### config.mk
export PLATFORM = sky130hd
export DESIGN_NAME = rand_pool_reader
export DESIGN_NICKNAME = d
export VERILOG_FILES = /design/src/rtl/rand_pool_reader.sv
export SDC_FILE = /design/constraint.sdc
export NUM_CORES = 1
export LEC_CHECK = 0
export BUFFER_PORTS_ARGS = -buffer_cell sky130_fd_sc_hd__buf_2
export CORE_UTILIZATION = 55
export DETAILED_ROUTE_END_ITERATION = 10
export GPL_ROUTABILITY_DRIVEN = 0
export PLACE_DENSITY = 0.78
export SLEW_MARGIN = 10
export SYNTH_ARGS = -nofsm -noshare
export SYNTH_HDL_FRONTEND = slang
export SYNTH_SLANG_ARGS = --single-unit
### constraint.sdc
create_clock -name clk -period 3.4 [get_ports clk]
set_input_delay 1.02 -clock clk [delete_from_list [all_inputs] [get_ports clk]]
set_output_delay 1.02 -clock clk [all_outputs]
set_load 0.01 [all_outputs]
### src/rtl/rand_pool_reader.sv
// rand_pool_reader: fires the generator's rise trigger, range-checks each settled sample and
// keeps accepted values in a show-ahead pool. Optional `RANDPOOL_NODUP_EN rejects repeats.
module rand_pool_reader #(
   parameter int                   SIZE_BITS = 8,
   parameter int                   DEPTH     = 4,
   parameter int                   SETTLE    = 2,
   parameter logic [SIZE_BITS-1:0] MIN_VAL   = '0,
   parameter logic [SIZE_BITS-1:0] MAX_VAL   = '1
) (
   input  logic                    clk,
   input  logic                    reset,
   input  logic [SIZE_BITS-1:0]    rnd_in,
   output logic                    rise_out,
   input  logic                    pop,
   output logic [SIZE_BITS-1:0]    dout,
   output logic                    valid,
   output logic [$clog2(DEPTH):0]  count,
   output logic [7:0]              rejects
);

   localparam int AW = $clog2(DEPTH);
   localparam int WW = $clog2(SETTLE + 1);
   localparam logic [AW:0]   FULL_CNT  = (AW + 1)'(DEPTH);
   localparam logic [WW-1:0] WAIT_LAST = WW'(SETTLE - 1);

   typedef enum logic [1:0] {S_IDLE, S_PULSE, S_WAIT, S_SAMPLE} state_t;

   state_t                 state, state_nxt;
   logic [WW-1:0]          wait_cnt;
   logic                   settle_done, in_sample, rise_nxt;
   logic                   ge_min, le_max, accept, push, pop_ok, full;
   logic [SIZE_BITS-1:0]   mem [DEPTH];
   logic [AW-1:0]          rd_ptr, wr_ptr;

   assign full        = (count == FULL_CNT);
   assign valid       = (count != '0);
   assign pop_ok      = pop && valid;
   assign settle_done = (wait_cnt == WAIT_LAST);

   // NOTE: sequential state uses non-blocking assignments so every flop samples pre-edge values.
   always_ff @(posedge clk or posedge reset) begin
      if (reset) begin
         state    <= S_IDLE;
         rise_out <= 1'b0;
         wait_cnt <= '0;
      end else begin
         state    <= state_nxt;
         rise_out <= rise_nxt;
         wait_cnt <= (state == S_WAIT) ? wait_cnt + 1'b1 : '0;
      end
   end

   // NOTE: every combinational output is defaulted first so no path can infer a latch.
   always_comb begin
      state_nxt = state;
      case (state)
         S_IDLE:   if (!full) state_nxt = S_PULSE;
         S_PULSE:  state_nxt = S_WAIT;
         S_WAIT:   if (settle_done) state_nxt = S_SAMPLE;
         S_SAMPLE: state_nxt = S_IDLE;
         default:  state_nxt = S_IDLE;
      endcase
   end

   // rise_out is registered from the next state so it is high exactly during PULSE.
   always_comb begin
      in_sample = (state == S_SAMPLE);
      rise_nxt  = (state_nxt == S_PULSE);
   end

   // Open range bounds are tied off so no always-true comparison is built.
   if (MIN_VAL == '0) begin : g_min_open
      assign ge_min = 1'b1;
   end else begin : g_min_cmp
      assign ge_min = (rnd_in >= MIN_VAL);
   end

   if (MAX_VAL == {SIZE_BITS{1'b1}}) begin : g_max_open
      assign le_max = 1'b1;
   end else begin : g_max_cmp
      assign le_max = (rnd_in <= MAX_VAL);
   end

`ifdef RANDPOOL_NODUP_EN
   logic [SIZE_BITS-1:0] last_val;
   logic                 last_ok;

   always_ff @(posedge clk or posedge reset) begin
      if (reset) begin
         last_val <= '0;
         last_ok  <= 1'b0;
      end else if (push) begin
         last_val <= rnd_in;
         last_ok  <= 1'b1;
      end
   end

   assign accept = ge_min && le_max && !(last_ok && (rnd_in == last_val));
`else
   assign accept = ge_min && le_max;
`endif

   assign push = in_sample && accept;

   always_ff @(posedge clk or posedge reset) begin
      if (reset) begin
         rejects <= '0;
      end else if (in_sample && !accept && (rejects != 8'hFF)) begin
         rejects <= rejects + 1'b1;
      end
   end

   // NOTE: pool storage is not reset; pointers, count and the head register define its contents.
   always_ff @(posedge clk) begin
      if (push) mem[wr_ptr] <= rnd_in;
   end

   always_ff @(posedge clk or posedge reset) begin
      if (reset) begin
         rd_ptr <= '0;
         wr_ptr <= '0;
         count  <= '0;
      end else begin
         if (push)   wr_ptr <= wr_ptr + 1'b1;
         if (pop_ok) rd_ptr <= rd_ptr + 1'b1;
         case ({push, pop_ok})
            2'b10:   count <= count + 1'b1;
            2'b01:   count <= count - 1'b1;
            default: count <= count;
         endcase
      end
   end

   // Head register: next entry on pop, incoming value when it becomes the head, else hold.
   always_ff @(posedge clk or posedge reset) begin
      if (reset) begin
         dout <= '0;
      end else if (pop_ok && (|count[AW:1])) begin
         dout <= mem[rd_ptr + 1'b1];
      end else if (push && (!valid || pop_ok)) begin
         dout <= rnd_in;
      end
   end

endmodule

* Yosys cells after proc, flatten, opt, wreduce, memory -nomap -nowiden *
Memories as Yosys holds them, arrays and structs flattened.
Cells that the tools add are included.

word-level totals
  bits in writable memories = 32
  logic and storage cells = 40
  memories = 1
  input port bits = 11
  flip-flop bits (word level) = 20

operators by class
  equal/unequal tests = 8
  reduce and logical (&&, ||, !) cells = 10
  $add $sub $neg = 5
  mux-type cells = 9

memory list
  name  words  width  rd ports  clocked after memory_dff  write ports  line  RTL
  mem   4      8      1         0                         1            32    logic [SIZE_BITS-1:0] mem [DEPTH];

operator list
  cell                                                                count
  8-bit 2-to-1 mux                                                    2
  2-bit by 1-bit == test with 1-bit output, second input constant     4
  2-bit one-hot mux with 4 select lines                               1
  2-bit by 1-bit adder with 2-bit output, second input constant       3
  2-bit == test, second input constant                                3
  2-bit 2-to-1 mux                                                    3
  3-bit one-hot mux with 2 select lines                               1
  2-bit nonzero test                                                  2
  3-bit by 1-bit adder with 3-bit output, second input constant       1
  3-bit == test, second input constant                                1
  1-bit logical AND                                                   3
  3-bit nonzero test                                                  1
  3-bit by 1-bit subtractor with 3-bit output, second input constant  1
  2-bit logical NOT                                                   1
  1-bit 2-to-1 mux                                                    2
  2-bit OR reduction                                                  1
  1-bit logical NOT                                                   1
  1-bit logical OR                                                    1

* Longest topological paths before layout *
  depth in word-level cells = 6
  mapped depth = 8
  mapped depth without buffers = 8

* Least setup slack after synthesis *
Ideal clock, no wire load.

  path kind = input to register
  from = in pop
  to = reg count[2]
  arrival = 2144 ps
  data required time = 3320 ps
  setup time = 80 ps
  cell stages on the path = 7
  slack = 1176 ps
  path through = o31a_1 > ha_1 > inv_1 > fa_1 > xor2_1 > nor2_1 > xnor2_1

on the way
  word-level cells in the longest chain between the ends = 3
  elaborated cells between the ends (all ways) = 5

RTL lines
  item                                                                         line  RTL
  start: declaration                                                           14    input logic pop,
  1-bit logical AND *                                                          37    assign pop_ok = pop && valid;
  2-bit by 1-bit == test with 1-bit output or 2-bit == test (tied branches)    126   case ({push, pop_ok})
  3-bit one-hot mux with 2 select lines or 2-bit nonzero test (tied branches)  n/a
  end signal: assignment                                                       127   2'b10: count <= count + 1'b1;
  end signal: assignment                                                       128   2'b01: count <= count - 1'b1;
  end signal: assignment                                                       129   default: count <= count;
  end: declaration                                                             17    output logic [$clog2(DEPTH):0] count,

Mark *: on every way between the ends. The rest lies on a longest branch, timed or not.
A chain may end at the register's enable or synchronous reset.

* Final worst setup path *
  from = reg count[0]
  to = out valid

on the way
  word-level cells in the longest chain between the ends = 1

RTL lines
  item                line  RTL
  3-bit nonzero test  36    assign valid = (count != '0);
  end: declaration    16    output logic valid,

No other way between the ends.

==> flow_summary.json <==
{
  "clockBufferDepth": 2,
  "fp.dieH_um": 66.5,
  "cp_slowest_stage_delay_ps": 450,
  "firstDrtPassIters": 4,
  "synthCells": 136,
  "diodes": 0,
  "tns_ps": 0,
  "grt_max_degree": 21,
  "tightest_slew_ps": 834,
  "cts.repair.resized": 0,
  "min-delay-start": "wait_cnt[0]",
  "status": "completed",
  "cts_root_buf": "clkbuf_8",
  "final_hold_viol_count": 0,
  "grt_pass1_vias": 1193,
  "max_clock_freq_ghz": 0.426,
  "maxSlewHeadroom": 0.443,
  "worst-path-buf-inv": 1,
  "start_util": 0.572,
  "grt_pass1_wl_mm": 5.73,
  "async_flop_share": 0.385,
  "clk_pin_slew_ps": 90,
  "synth_top_area_share": 0.420,
  "total_power_mw": 2.16,
  "critical_path.slowest_cell": "dfrtp_1",
  "worstHoldPathType": "reg -> reg",
  "start_kind": "register",
  "io_buffer_count": 23,
  "finalSetupViolations": 0,
  "synth_common_cells": "32 x edfxtp_1, 20 x dfrtp_1, 16 x mux2_2",
  "vias": 1112,
  "ys_types": 25,
  "drtIter0Drc": 23,
  "via_per_inst": 5.22,
  "required_ps": 2380,
  "fin_crit_sh": 0.690,
  "whs_ps": 439,
  "drv_cap": 0,
  "min_path_cells": 1,
  "wl_per_cell_um": 16.6,
  "tritoncts": "done",
  "numCtsBuffers": 5,
  "finalClockSkew_ps": 9.29,
  "reg2reg_depth": 8,
  "ant_nets": 0,
  "synth_edf_count": 32,
  "syn_avg_cell_area_um2": 16.8,
  "cp-end-kind": "output port",
  "grt_usage": 0.187,
  "post-place-ws_ps": 950,
  "rsz0062_at_grt": "false",
  "synth_top_flop_cell": "edfxtp_1",
  "worstSetupPathType": "reg -> out",
  "path_delay_family": "flip-flops",
  "dpl.hpwl_mm": 2.53,
  "r2r_setup_slack_ps": 1420,
  "yosysWarnings": 0,
  "drive_above_1_share": 0.350,
  "yosys.cell_count.top_type": "edfxtp_1",
  "areaGrowthSynthToFinish_pct": 10.2,
  "core.rowCount": 23,
  "cts_hold_buf": 0,
  "clkSinkCount": 52,
  "p_leak_nw": 1.01,
  "cts_max_level": 2,
  "drc_errors": 0,
  "overflow": 0,
  "r2r_end": "count[2]",
  "ys_seq_area_frac": 0.638,
  "path_max_fanout": 6,
  "fin_ws_ps": 1050,
  "cp_data_arrival_time_ps": 1330,
  "wl_mm": 3.55,
  "worstReg2RegStart": "state[0]",
  "ys_ff_latch": 52,
  "nets": 183,
  "worst_hold_path.endpoint": "wait_cnt[0]",
  "vdd_drop_max_mv": 0.461,
  "min_period_ps": 2350,
  "core_area_mm2": 0.00400,
  "die_width_um": 66.5,
  "dieArea_mm2": 0.00442,
  "clk_latency_ps": 300,
  "ys_top_cells_by_area": "edfxtp_1 42%, dfrtp_1 22%, mux2_2 7.9%, mux4_2 7.9%, ha_1 4.9%",
  "drv_slew": 0,
  "ios": 32,
  "synth_area_mm2": 0.00229,
  "antenna_found_initial": 0,
  "crit_chain": "or3_4, buf_2",
  "power_density_mw_per_mm2": 858,
  "yosys.area.top_type": "edfxtp_1",
  "cts_setup_buffers": 0
}
layout make-up:
type	instances	area (µm²)
clock buffer	5	68.8
multi-input combinational	68	723
inverter	12	45.0
sequential	52	1460
tap	50	62.6
fill	274	1480
timing repair buffer	23	115
clock inverter	3	46.3
cells by family after synthesis:
group                    count (synthesis)  share of synthesized area
flip-flops                              52                      0.638
multiplexers                            25                      0.162
buffers and inverters                   23                     0.0574
AND/OR/NAND/NOR                         12                     0.0306
adder cells (fa/ha/maj)                 10                     0.0579
AO/OA/AOI/OAI                            7                     0.0295
XOR/XNOR                                 6                     0.0230
other                                    1                    0.00164
how the worst max path moves through the flow:
stage              from  endpoint  slack [ps]  depth (start not counted)
2_1_floorplan       pop  count[2]        1180                          7
3_3_place_gp        pop  count[2]        1050                          8
3_5_place_dp        pop  count[2]         950                          8
4_1_cts        count[0]     valid        1050                          2
5_1_grt        count[0]     valid        1010                          2
6_report       count[0]     valid        1050                          2
report_power, final:
group          leakage [nW]  switching, mW  internal, mW
registers             0.529          0.145         0.855
clock network        0.0548          0.195         0.222
logic                 0.426          0.355         0.391
total                  1.01          0.695          1.47
sequential cells by signal (all words and copies together), names as in the netlist:
name / flops
count: 3
dout: 8
mem: 32
rd_ptr: 2
rise_out: 1
state: 2
wait_cnt: 2
wr_ptr: 2
placed cells by master (no fill, tap or decap):
| master | Yosys | routed |
|---|---|---|
| edfxtp_1 | 32 | 32 |
| buf_2 | 0 | 23 |
| dfrtp_1 | 20 | 20 |
| mux2_2 | 16 | 16 |
| inv_1 | 12 | 12 |
| ha_1 | 9 | 9 |
| mux4_2 | 8 | 8 |
| conb_1 | 1 | 8 |
| clkbuf_8 | 0 | 5 |
| and2_1 | 4 | 4 |
| xor2_1 | 3 | 3 |
| xnor2_1 | 3 | 3 |
| nor2b_1 | 3 | 3 |
| nand2_1 | 3 | 3 |
| o21ai_0 | 2 | 2 |
| o21a_1 | 1 | 1 |
| or3_4 | 1 | 1 |
| a32oi_4 | 1 | 1 |
| o31a_1 | 1 | 1 |
| o41ai_1 | 1 | 1 |
| a21oi_1 | 1 | 1 |
| nor2_1 | 1 | 1 |
| mux2i_1 | 1 | 1 |
| fa_1 | 1 | 1 |
| inv_6 | 0 | 1 |
| bufinv_16 | 0 | 1 |
| clkinvlp_4 | 0 | 1 |
routing by layer:
metal	up-vias	track usage	wire, µm
met5	-	0	0
met4	0	0.0745	83
met3	8	0.0565	141
met2	30	0.302	1800
met1	553	0.235	1520
li1	521	-	-
metrics by stage:
step                      std cells   util  cell area (µm²)
final                           213  0.631             2520
after global routing            213  0.631             2520
after CTS                       213  0.631             2520
after detailed placement        205  0.602             2410
after global placement          205  0.602             2410
after floorplan                 143      -             2320
(Power assumes the default switching activity.)
